### config.mk
export PLATFORM = sky130hd
export DESIGN_NAME = apb2axi_rd_collector_flat
export DESIGN_NICKNAME = d
export VERILOG_FILES = /design/src/rtl/apb2axi_rd_collector_if.sv /design/src/rtl/apb2axi_rd_collector.sv /design/src/flat_wrapper.sv
export SDC_FILE = /design/constraint.sdc
export NUM_CORES = 1
export LEC_CHECK = 0
export ABC_AREA = 0
export CAP_MARGIN = 30
export CORE_MARGIN = 2
export CORE_UTILIZATION = 31
export CTS_CLUSTER_SIZE = 14
export DETAILED_ROUTE_END_ITERATION = 7
export GPL_ROUTABILITY_DRIVEN = 0
export PLACE_DENSITY = 0.46
export RECOVER_POWER = 100
export SYNTH_ARGS = -nofsm -noshare
export SYNTH_HDL_FRONTEND = slang
export SYNTH_SLANG_ARGS = --single-unit
### constraint.sdc
create_clock -name aclk -period 13 [get_ports aclk]
set_clock_uncertainty 0.05 [all_clocks]
set_input_delay 2.6 -clock aclk [delete_from_list [all_inputs] [get_ports aclk]]
set_output_delay 2.6 -clock aclk [all_outputs]
set_load 0.005 [all_outputs]
### src/rtl/apb2axi_rd_collector_if.sv
// AXI R-channel, AR-issue, RDF-push and CQ-push signals of the read collector.
// slave: collector side, master: the surrounding logic or a testbench.
interface apb2axi_rd_collector_if #(
    parameter int TAG_W        = 4,
    parameter int ID_W         = 4,
    parameter int DATA_W       = 64,
    parameter int COMPLETION_W = 16
);
    logic                    ar_issue_valid;
    logic [TAG_W-1:0]        ar_issue_tag;
    logic [7:0]              ar_issue_len;
    logic                    rvalid;
    logic                    rready;
    logic [ID_W-1:0]         rid;
    logic [DATA_W-1:0]       rdata;
    logic [1:0]              rresp;
    logic                    rlast;
    logic                    rdf_push_valid;
    logic [TAG_W-1:0]        rdf_push_tag;
    logic [DATA_W-1:0]       rdf_push_data;
    logic [1:0]              rdf_push_resp;
    logic                    rdf_push_last;
    logic                    rdf_push_ready;
    logic                    cq_push_valid;
    logic [COMPLETION_W-1:0] cq_push_data;
    logic                    cq_push_ready;

    modport slave (
        input  ar_issue_valid, ar_issue_tag, ar_issue_len,
        input  rvalid, rid, rdata, rresp, rlast,
        output rready,
        output rdf_push_valid, rdf_push_tag, rdf_push_data,
        output rdf_push_resp, rdf_push_last,
        input  rdf_push_ready,
        output cq_push_valid, cq_push_data,
        input  cq_push_ready
    );

    modport master (
        output ar_issue_valid, ar_issue_tag, ar_issue_len,
        output rvalid, rid, rdata, rresp, rlast,
        input  rready,
        input  rdf_push_valid, rdf_push_tag, rdf_push_data,
        input  rdf_push_resp, rdf_push_last,
        output rdf_push_ready,
        input  cq_push_valid, cq_push_data,
        output cq_push_ready
    );
endinterface

### src/rtl/apb2axi_rd_collector.sv
// AXI read-return collector: per-beat RDF push, per-burst CQ completion.
// Optional APB2AXI_RD_STATS_EN adds stat_beats / stat_drops counters.
module apb2axi_rd_collector #(
    parameter int TAG_W        = 4,
    parameter int ID_W         = 4,
    parameter int DATA_W       = 64,
    parameter int COMPLETION_W = 16
) (
    input  logic aclk,
    input  logic areset,
    apb2axi_rd_collector_if.slave bus,
    output logic err_unexpected,
    output logic err_len
`ifdef APB2AXI_RD_STATS_EN
    ,
    output logic [31:0] stat_beats,
    output logic [15:0] stat_drops
`endif
);
    localparam int N_TAG = 1 << TAG_W;
    localparam int PK_W  = TAG_W + 12;

    logic             pend_q  [N_TAG];
    logic             pend_d  [N_TAG];
    logic [7:0]       exp_q   [N_TAG];
    logic [7:0]       exp_d   [N_TAG];
    logic [7:0]       cnt_q   [N_TAG];
    logic [7:0]       cnt_d   [N_TAG];
    logic [1:0]       worst_q [N_TAG];
    logic [1:0]       worst_d [N_TAG];
    logic             err_q   [N_TAG];
    logic             err_d   [N_TAG];

    logic                    en_q, en_d;
    logic                    rdf_v_q, rdf_v_d;
    logic [TAG_W-1:0]        rdf_tag_q, rdf_tag_d;
    logic [DATA_W-1:0]       rdf_data_q, rdf_data_d;
    logic [1:0]              rdf_resp_q, rdf_resp_d;
    logic                    rdf_last_q, rdf_last_d;
    logic                    cq_v_q, cq_v_d;
    logic [COMPLETION_W-1:0] cq_data_q, cq_data_d;
    logic                    eu_q, eu_d;
    logic                    el_q, el_d;

    logic             rready;
    logic [TAG_W-1:0] t;
    logic             acc, drop, take;
    logic             at_exp, fin, len_bad;
    logic [1:0]       merged;
    logic [PK_W-1:0]  pk;

    // Ready depends only on registered state and downstream readies;
    // en_q keeps it low while in reset and for the first cycle after.
    assign rready = en_q && (!rdf_v_q || bus.rdf_push_ready)
                    && !(cq_v_q && !bus.cq_push_ready);

    assign t       = bus.rid[TAG_W-1:0];
    assign acc     = bus.rvalid && rready;
    assign drop    = acc && !pend_q[t];
    assign take    = acc && pend_q[t];
    assign at_exp  = (cnt_q[t] == exp_q[t]);
    assign fin     = bus.rlast || at_exp;
    assign len_bad = (bus.rlast != at_exp);
    assign merged  = (bus.rresp > worst_q[t]) ? bus.rresp : worst_q[t];

    // Next state: beat handling first, then AR issue so a same-cycle
    // close on the issued tag frees it before the fresh load.
    always_comb begin
        pend_d     = pend_q;
        exp_d      = exp_q;
        cnt_d      = cnt_q;
        worst_d    = worst_q;
        err_d      = err_q;
        en_d       = 1'b1;
        rdf_v_d    = rdf_v_q;
        rdf_tag_d  = rdf_tag_q;
        rdf_data_d = rdf_data_q;
        rdf_resp_d = rdf_resp_q;
        rdf_last_d = rdf_last_q;
        cq_v_d     = cq_v_q;
        cq_data_d  = cq_data_q;
        eu_d       = eu_q;
        el_d       = el_q;
        pk         = '0;

        if (rdf_v_q && bus.rdf_push_ready) rdf_v_d = 1'b0;
        if (cq_v_q && bus.cq_push_ready) cq_v_d = 1'b0;
        if (drop) eu_d = 1'b1;

        if (take) begin
            rdf_v_d    = 1'b1;
            rdf_tag_d  = t;
            rdf_data_d = bus.rdata;
            rdf_resp_d = bus.rresp;
            rdf_last_d = fin;
            err_d[t]   = err_q[t] | len_bad;
            if (len_bad) el_d = 1'b1;
            if (fin) begin
                pk = {t, 1'b0, merged,
                      err_q[t] | len_bad | merged[1],
                      cnt_q[t] + 8'd1};
                cq_v_d     = 1'b1;
                cq_data_d  = COMPLETION_W'(pk);
                pend_d[t]  = 1'b0;
                cnt_d[t]   = 8'd0;
                worst_d[t] = 2'd0;
                err_d[t]   = 1'b0;
            end else begin
                if (cnt_q[t] != 8'hFF) cnt_d[t] = cnt_q[t] + 8'd1;
                worst_d[t] = merged;
            end
        end

        if (bus.ar_issue_valid) begin
            if (pend_d[bus.ar_issue_tag]) begin
                eu_d = 1'b1;
            end else begin
                pend_d[bus.ar_issue_tag]  = 1'b1;
                exp_d[bus.ar_issue_tag]   = bus.ar_issue_len;
                cnt_d[bus.ar_issue_tag]   = 8'd0;
                worst_d[bus.ar_issue_tag] = 2'd0;
                err_d[bus.ar_issue_tag]   = 1'b0;
            end
        end
    end

    // State and output registers, cleared asynchronously.
    always_ff @(posedge aclk or posedge areset) begin
        if (areset) begin
            for (int i = 0; i < N_TAG; i++) begin
                pend_q[i]  <= 1'b0;
                exp_q[i]   <= 8'd0;
                cnt_q[i]   <= 8'd0;
                worst_q[i] <= 2'd0;
                err_q[i]   <= 1'b0;
            end
            en_q       <= 1'b0;
            rdf_v_q    <= 1'b0;
            rdf_tag_q  <= '0;
            rdf_data_q <= '0;
            rdf_resp_q <= 2'd0;
            rdf_last_q <= 1'b0;
            cq_v_q     <= 1'b0;
            cq_data_q  <= '0;
            eu_q       <= 1'b0;
            el_q       <= 1'b0;
        end else begin
            pend_q     <= pend_d;
            exp_q      <= exp_d;
            cnt_q      <= cnt_d;
            worst_q    <= worst_d;
            err_q      <= err_d;
            en_q       <= en_d;
            rdf_v_q    <= rdf_v_d;
            rdf_tag_q  <= rdf_tag_d;
            rdf_data_q <= rdf_data_d;
            rdf_resp_q <= rdf_resp_d;
            rdf_last_q <= rdf_last_d;
            cq_v_q     <= cq_v_d;
            cq_data_q  <= cq_data_d;
            eu_q       <= eu_d;
            el_q       <= el_d;
        end
    end

    assign bus.rready         = rready;
    assign bus.rdf_push_valid = rdf_v_q;
    assign bus.rdf_push_tag   = rdf_tag_q;
    assign bus.rdf_push_data  = rdf_data_q;
    assign bus.rdf_push_resp  = rdf_resp_q;
    assign bus.rdf_push_last  = rdf_last_q;
    assign bus.cq_push_valid  = cq_v_q;
    assign bus.cq_push_data   = cq_data_q;
    assign err_unexpected     = eu_q;
    assign err_len            = el_q;

`ifdef APB2AXI_RD_STATS_EN
    logic [31:0] sb_q, sb_d;
    logic [15:0] sd_q, sd_d;

    // Beat counter wraps; drop counter saturates.
    always_comb begin
        sb_d = sb_q;
        sd_d = sd_q;
        if (acc) sb_d = sb_q + 32'd1;
        if (drop && sd_q != 16'hFFFF) sd_d = sd_q + 16'd1;
    end

    // Statistics registers.
    always_ff @(posedge aclk or posedge areset) begin
        if (areset) begin
            sb_q <= 32'd0;
            sd_q <= 16'd0;
        end else begin
            sb_q <= sb_d;
            sd_q <= sd_d;
        end
    end

    assign stat_beats = sb_q;
    assign stat_drops = sd_q;
`endif
endmodule

### src/flat_wrapper.sv
// flat-port wrapper written by rule: the top's interface ports become plain ports
module apb2axi_rd_collector_flat 
#(
    parameter int TAG_W        = 4,
    parameter int ID_W         = 4,
    parameter int DATA_W       = 64,
    parameter int COMPLETION_W = 16
)
  (aclk, areset, err_unexpected, err_len, bus_ar_issue_valid, bus_ar_issue_tag, bus_ar_issue_len, bus_rvalid, bus_rid, bus_rdata, bus_rresp, bus_rlast, bus_rready, bus_rdf_push_valid, bus_rdf_push_tag, bus_rdf_push_data, bus_rdf_push_resp, bus_rdf_push_last, bus_rdf_push_ready, bus_cq_push_valid, bus_cq_push_data, bus_cq_push_ready);
  apb2axi_rd_collector_if #(.TAG_W(TAG_W), .ID_W(ID_W), .DATA_W(DATA_W), .COMPLETION_W(COMPLETION_W)) bus_i ();
  input  logic aclk;
  input  logic areset;
  output logic err_unexpected;
  output logic err_len;
  input wire logic [$bits(bus_i.ar_issue_valid)-1:0] bus_ar_issue_valid;
  input wire logic [$bits(bus_i.ar_issue_tag)-1:0] bus_ar_issue_tag;
  input wire logic [$bits(bus_i.ar_issue_len)-1:0] bus_ar_issue_len;
  input wire logic [$bits(bus_i.rvalid)-1:0] bus_rvalid;
  input wire logic [$bits(bus_i.rid)-1:0] bus_rid;
  input wire logic [$bits(bus_i.rdata)-1:0] bus_rdata;
  input wire logic [$bits(bus_i.rresp)-1:0] bus_rresp;
  input wire logic [$bits(bus_i.rlast)-1:0] bus_rlast;
  output wire logic [$bits(bus_i.rready)-1:0] bus_rready;
  output wire logic [$bits(bus_i.rdf_push_valid)-1:0] bus_rdf_push_valid;
  output wire logic [$bits(bus_i.rdf_push_tag)-1:0] bus_rdf_push_tag;
  output wire logic [$bits(bus_i.rdf_push_data)-1:0] bus_rdf_push_data;
  output wire logic [$bits(bus_i.rdf_push_resp)-1:0] bus_rdf_push_resp;
  output wire logic [$bits(bus_i.rdf_push_last)-1:0] bus_rdf_push_last;
  input wire logic [$bits(bus_i.rdf_push_ready)-1:0] bus_rdf_push_ready;
  output wire logic [$bits(bus_i.cq_push_valid)-1:0] bus_cq_push_valid;
  output wire logic [$bits(bus_i.cq_push_data)-1:0] bus_cq_push_data;
  input wire logic [$bits(bus_i.cq_push_ready)-1:0] bus_cq_push_ready;
  assign bus_i.ar_issue_valid = bus_ar_issue_valid;
  assign bus_i.ar_issue_tag = bus_ar_issue_tag;
  assign bus_i.ar_issue_len = bus_ar_issue_len;
  assign bus_i.rvalid = bus_rvalid;
  assign bus_i.rid = bus_rid;
  assign bus_i.rdata = bus_rdata;
  assign bus_i.rresp = bus_rresp;
  assign bus_i.rlast = bus_rlast;
  assign bus_rready = bus_i.rready;
  assign bus_rdf_push_valid = bus_i.rdf_push_valid;
  assign bus_rdf_push_tag = bus_i.rdf_push_tag;
  assign bus_rdf_push_data = bus_i.rdf_push_data;
  assign bus_rdf_push_resp = bus_i.rdf_push_resp;
  assign bus_rdf_push_last = bus_i.rdf_push_last;
  assign bus_i.rdf_push_ready = bus_rdf_push_ready;
  assign bus_cq_push_valid = bus_i.cq_push_valid;
  assign bus_cq_push_data = bus_i.cq_push_data;
  assign bus_i.cq_push_ready = bus_cq_push_ready;
  apb2axi_rd_collector #(.TAG_W(TAG_W), .ID_W(ID_W), .DATA_W(DATA_W), .COMPLETION_W(COMPLETION_W)) u_core (.aclk(aclk), .areset(areset), .bus(bus_i), .err_unexpected(err_unexpected), .err_len(err_len));
endmodule
==> reports/qor.yml, run 1 <==
outcome:
  status: "finished with violations"
  violations: "max-capacitance violations, max-slew violations"
route:
  ant_nets: 0
  remaining_drc_errors: 0
  drtIter0Drc: 1467
  dr.pass1.iters: 8
  viasPerCell: 5.34
  vias: 15400
  avgRoutedWirePerCell_um: 24.6
  wirelength_um: 71000
die:
  fp.dieH_um: 254
  core_area_mm2: 0.0617
  start_util_pct: 31.3
  std_cell_rows: 91
  dieArea_mm2: 0.0643
  ios: 181
  die_x_um: 254
power:
  power_density_mw_per_mm2: 162
  power.leakage_nw: 10.8
  pwr-share-comb_pct: 20.7
  p_seq_share_pct: 43.5
  ir_drop_uv: 95.3
  power.switching_mw: 1.09
  pwr-share-clk_pct: 35.8
  p_int_mw: 2.70
  p_sw_share_pct: 28.7
clock_network:
  clk_pin_slew_ns: 0.06
  cts.sink_count: 411
  htreeDepth: 2
  clk_path_buf_depth: 3
  numCtsBuffers: 47
  cts_root_buffer: "clkbuf_16"
  cts_hold_buf: 0
  cts_tree: "built"
  clkLatencyLatePin_ns: 0.61
  post_cts_resized: 0
  post_cts_buffers: 0
global_route:
  grt_pass1_wl_um: 105000
  grt_pass1_vias: 15400
  grt_usage_pct: 22.2
  antenna_found_initial: 2
  grt_overflow: 0
  grt_max_degree: 153
worst_setup_path:
  critPathRequiredTime_ns: 13.42
  timing.critical_path.from_type: "input port"
  cp_max_fo: 43
  arrival_ns: 10.71
  r2r_cells: 13
  reg2reg_from: "u_core.cnt_q[91]$_DFF_PP0_"
  end_kind: "flip-flop"
  path_class: "in -> reg"
  rrSetupSlack_ns: 7.71
  r2r_end: "u_core.cnt_q[109]$_DFF_PP0_"
synth:
  synthArstFlopShare_pct: 100
  ys_types: 65
  synth_most_common_cell: "nand2_1"
  synth_area_leaders: "dfrtp_1, nand2_1, mux4_2, a32o_1, nor2_1"
  yosysTopAreaCell: "dfrtp_1"
  ys_seq_area_share_pct: 53.2
  synth_seq_cells: 411
  avgSynthCellArea_um2: 10.3
  netlist_top_cells_count: "nand2_1, dfrtp_1, nor2_1"
  syn_area_mm2: 0.0193
  synth_edf_count: 0
  synthesis.nets: 1978
  syn-instance-count: 1884
  synth_ff_type: "dfrtp_1"
  yosys_warnings: 0
  yosysTopAreaCellShare_pct: 53.2
cells_and_area:
  fillers: 6147
  post-route-util_pct: 37.9
  multi_input_area_mm2: 0.00829
  layout-drive-gt1-share_pct: 11.0
  n_antenna_cell: 0
  nets: 2110
  synthToLayoutAreaGrowth_pct: 21.1
  regArea_mm2: 0.0103
sta:
  slew_viol_final: 151
  period_share_pct: 79.2
  worstMarginPinSlew_ns: 3.40
  holdWs_ns: 0.412
  fin_setup_tns_ns: 0
  hold_viol: 0
  setup_slack_ns: 2.71
  clock.fmax_mhz: 97.2
  maxSlewHeadroom_pct: -127
  rsz0062_at_grt: "false"
  finalSetupViolCount: 0
  fin_crit_ns: 10.29
min_path:
  min_from: "u_core.bus.rdf_push_data[24]$_DFFE_PP0P_"
  holdPathStages: 2
  hp-class: "reg -> reg"
  whs_endpoint: "u_core.bus.rdf_push_data[24]$_DFFE_PP0P_"
place:
  io_buffer_count: 179
  pre_cts_ws_ns: 4.03
  dp_hpwl_um: 48400
run:
  cap_violations: 4
## worst max-delay path, cell delays in order
cell and delay (ns):
clkbuf_1 2.34, buf_4 1.01, mux4_2 0.60, a22oi_1 0.45, nand2_1 0.26, xor2_1 0.22, nor4_1 0.24, nand2_1 0.09
ha_1 0.19, buf_4 0.25, or3_1 0.54, o21ai_0 0.45, and3_1 0.87, nor2_1 0.28, a32o_1 0.28
## cells in the final DEF, fill, tap and decap left out, types with 18 or more instances in the layout
master / n
clkbuf_1: 32
o21ai_0: 30
nand3_1: 52
mux2i_1: 18
clkdlybuf4s50_1: 83
and3_1: 22
a32o_1: 55
a22o_1: 22
dfrtp_1: 411
nand2_1: 693
nor2_1: 102
dlygate4sd3_1: 92
a21oi_1: 49
clkbuf_16: 48
mux4_2: 93
## kinds of logic (layout without fill, tap and decap cells)
logic type / count (synthesis) / after routing / share of synthesized area [%]
AND/OR/NAND/NOR: 932 / 932 / 19.8
buffers and inverters: 153 / 320 / 3.80
flip-flops: 411 / 411 / 53.2
adder cells (fa/ha/maj): 5 / 5 / 0.324
AO/OA/AOI/OAI: 252 / 252 / 10.1
multiplexers: 116 / 116 / 12.1
other: 2 / 2 / 0.0389
XOR/XNOR: 13 / 13 / 0.589
## cell type report
type / instances / share of cell area, %
timing repair buffer: 221 / 9.24
sequential: 411 / 44.0
clock inverter: 6 / 0.417
tap: 837 / 4.48
inverter: 15 / 0.246
multi-input combinational: 1320 / 35.4
clock buffer: 78 / 6.21
## flip-flops by register name, summed over array words and instances (netlist names)
| register | count |
|---|---|
| u_core.cnt_q | 128 |
| u_core.exp_q | 128 |
| u_core.bus.rdf_push_data | 64 |
| u_core.worst_q | 32 |
| u_core.err_q | 16 |
| u_core.pend_q | 16 |
| u_core.bus.cq_push_data | 15 |
| u_core.bus.rdf_push_tag | 4 |
| u_core.bus.rdf_push_resp | 2 |
| u_core.bus.cq_push_valid | 1 |
| u_core.bus.rdf_push_last | 1 |
| u_core.bus.rdf_push_valid | 1 |
| u_core.en_q | 1 |
| u_core.err_len | 1 |
| u_core.err_unexpected | 1 |
## worst max-delay path by stage
stage | startpoint | end | depth (start not counted)
after global placement | bus_rid[0] | u_core.cnt_q[105]$_DFF_PP0_ | 15
after detailed placement | bus_rid[0] | u_core.cnt_q[119]$_DFF_PP0_ | 15
after floorplan | areset | u_core.bus.cq_push_data[0]$_DFFE_PP0P_ | 1
after global routing | bus_rid[0] | u_core.cnt_q[62]$_DFF_PP0_ | 15
final | bus_rid[0] | u_core.cnt_q[109]$_DFF_PP0_ | 15
after CTS | bus_rid[0] | u_core.cnt_q[109]$_DFF_PP0_ | 15
## metrics by stage
step	power [mW]	cell area [um^2]	std cells
3_3_place_gp	2.49	21700	2791
4_1_cts	3.88	23500	2886
5_1_grt	3.99	23400	2888
3_5_place_dp	2.51	21900	2802
2_1_floorplan	2.05	19300	1884
6_report	3.78	23400	2888
## layer usage
layer,track usage (%),vias to the layer above,part of all wire (%)
met3,6.05,123,9.1
met1,30.1,7770,43
met4,8.13,2,3.6
met5,0,-,0.018
li1,-,6790,-
met2,33.9,745,44
## power by group through the flow
| stage | Combinational, mW | Sequential, mW | Clock [mW] |
|---|---|---|---|
| global placement | 0.825 | 1.67 | 0 |
| floorplan | 0.398 | 1.66 | 0 |
| finish | 0.783 | 1.64 | 1.36 |
| global route | 0.870 | 1.68 | 1.45 |
| CTS | 0.837 | 1.65 | 1.39 |
| detailed placement | 0.835 | 1.67 | 0 |
Power figures use the tool's default switching activity.
==> inputs of run 2 (changes only) <==
==> constraint.sdc (replaced) <==
create_clock -name aclk -period 8.9 [get_ports aclk]
set_clock_uncertainty 0.05 [all_clocks]
set_input_delay 1.78 -clock aclk [delete_from_list [all_inputs] [get_ports aclk]]
set_output_delay 1.78 -clock aclk [all_outputs]
set_load 0.005 [all_outputs]
==> run 2 against run 1 <==
The flow still finishes with violations (max-capacitance violations, max-slew violations). Sequential share of layout area increased by 0.089 points. Die area unchanged. Clock power increased by 41%. Combinational power increased by 46%. Non-clock buffer count increased by 19. Clock-buffer cell count decreased by 5. Global-route usage decreased by 0.21 points. Highest routed layer is now met4.
==> reports/qor.yml, run 2 (synthesis gave the netlist of run 1 again) <==
outcome:
  status: "finished with violations"
  violations: "max-capacitance violations, max-slew violations"
worst_setup_path:
  critPathRequiredTime_ns: 9.32
  end_kind: "flip-flop"
  timing.critical_path.from_type: "input port"
  path_class: "in -> reg"
  rrSetupSlack_ns: 3.51
  cp_max_fo: 21
  arrival_ns: 8.04
die:
  die_x_um: 254
  fp.dieH_um: 254
  start_util_pct: 31.3
  dieArea_mm2: 0.0643
  ios: 181
  core_area_mm2: 0.0617
  std_cell_rows: 91
clock_network:
  numCtsBuffers: 49
  cts_hold_buf: 0
  clk_path_buf_depth: 3
  clk_pin_slew_ns: 0.05
  htreeDepth: 2
  cts_tree: "built"
  cts_root_buffer: "clkbuf_16"
  clkLatencyLatePin_ns: 0.60
  post_cts_resized: 0
  cts.sink_count: 411
  post_cts_buffers: 0
sta:
  setup_slack_ns: 1.28
  maxSlewHeadroom_pct: -136
  fin_setup_tns_ns: 0
  slew_viol_final: 313
  period_share_pct: 85.6
  fin_crit_ns: 7.62
  worstMarginPinSlew_ns: 3.54
  clock.fmax_mhz: 131
  hold_viol: 0
  finalSetupViolCount: 0
  rsz0062_at_grt: "false"
place:
  io_buffer_count: 179
  placed_area_mm2: 0.0220
  pre_cts_ws_ns: 1.74
  dp_hpwl_um: 48700
global_route:
  grt_overflow: 0
  gr-usage-met3_pct: 4.98
  grt_usage_pct: 22.0
  grt_pass1_wl_um: 104000
  grt_use_met1_pct: 30.0
  grt_pass1_vias: 15500
  grt_max_degree: 124
  gr-max-usage-layer: "met2"
  antenna_found_initial: 1
  met2_usage_pct: 34.1
route:
  avgRoutedWirePerCell_um: 24.4
  drtIter0Drc: 1429
  remaining_drc_errors: 0
  ant_nets: 0
  vias: 15500
  wirelength_um: 70900
  dr.pass1.iters: 5
  viasPerCell: 5.34
min_path:
  hp-class: "reg -> reg"
cells_and_area:
  layout-drive-gt1-share_pct: 11.1
  n_antenna_cell: 0
  fin_area_mm2: 0.0233
  nets: 2131
  fillers: 6163
  final_cell_mix: "nand2_1, dfrtp_1, nor2_1"
  layout_commonest_cell: "nand2_1"
  synthToLayoutAreaGrowth_pct: 20.9
power:
  ir_drop_uv: 131
  power.leakage_nw: 10.9
  power_density_mw_per_mm2: 234
run:
  cap_violations: 9
run 2: through the flow:
stage	total power [mW]	hold WS (ns)	cells	utilization [%]
2_1_floorplan	3.00	0.390	1884	-
3_3_place_gp	3.66	0.402	2819	35.5
3_5_place_dp	3.67	0.408	2823	35.6
4_1_cts	5.61	0.422	2905	38.1
5_1_grt	5.77	0.432	2905	37.8
6_report	5.47	0.416	2905	37.8
run 2: worst paths after layout:
path	startpoint	to	depth (start not counted)
setup / recovery	bus_rid[3]	u_core.cnt_q[43]$_DFF_PP0_	14
hold / removal	u_core.bus.rdf_push_data[26]$_DFFE_PP0P_	u_core.bus.rdf_push_data[26]$_DFFE_PP0P_	2
setup reg to reg	u_core.cnt_q[127]$_DFF_PP0_	u_core.cnt_q[43]$_DFF_PP0_	12
hold reg to reg	u_core.bus.rdf_push_data[26]$_DFFE_PP0P_	u_core.bus.rdf_push_data[26]$_DFFE_PP0P_	2
max in group asynchronous	areset	u_core.exp_q[114]$_DFFE_PP0P_	4
min in group asynchronous	areset	u_core.bus.cq_push_data[13]$_DFFE_PP0P_	2
run 2: routing by layer:
layer,part of all wire (%),up-vias,wire length (um)
met4,3.9,0,2740
met2,44,766,31500
met1,43,7781,30200
met3,9.2,138,6490
met5,0,-,0
li1,-,6834,-
run 2: worst max-delay path, stage by stage:
cell and delay [ns]:
clkbuf_1 1.11, nor2_1 0.39, clkbuf_1 0.36, a22o_1 0.29, a221oi_1 0.81, xnor2_1 0.19
nor4_1 0.08, nand2_1 0.06, ha_1 0.36, buf_4 0.36, clkinv_1 0.38, o31ai_1 1.49
nand3_1 0.18, o41ai_1 0.13
run 2: area by class of cell:
| type | instances | area [um^2] | share of cell area, % |
|---|---|---|---|
| repair buffers | 240 | 2190 | 9.40 |
| inverters | 15 | 57.6 | 0.247 |
| flip-flops and latches | 411 | 10300 | 44.1 |
| well taps | 837 | 1050 | 4.49 |
| clock inverters | 9 | 83.8 | 0.359 |
| clock buffers | 73 | 1420 | 6.07 |
| multi-input cells | 1320 | 8260 | 35.4 |
run 2: report_power, final:
part / internal (mW) / switching [mW]
registers: 2.22 / 0.191
logic: 0.551 / 0.590
clock network: 1.12 / 0.802
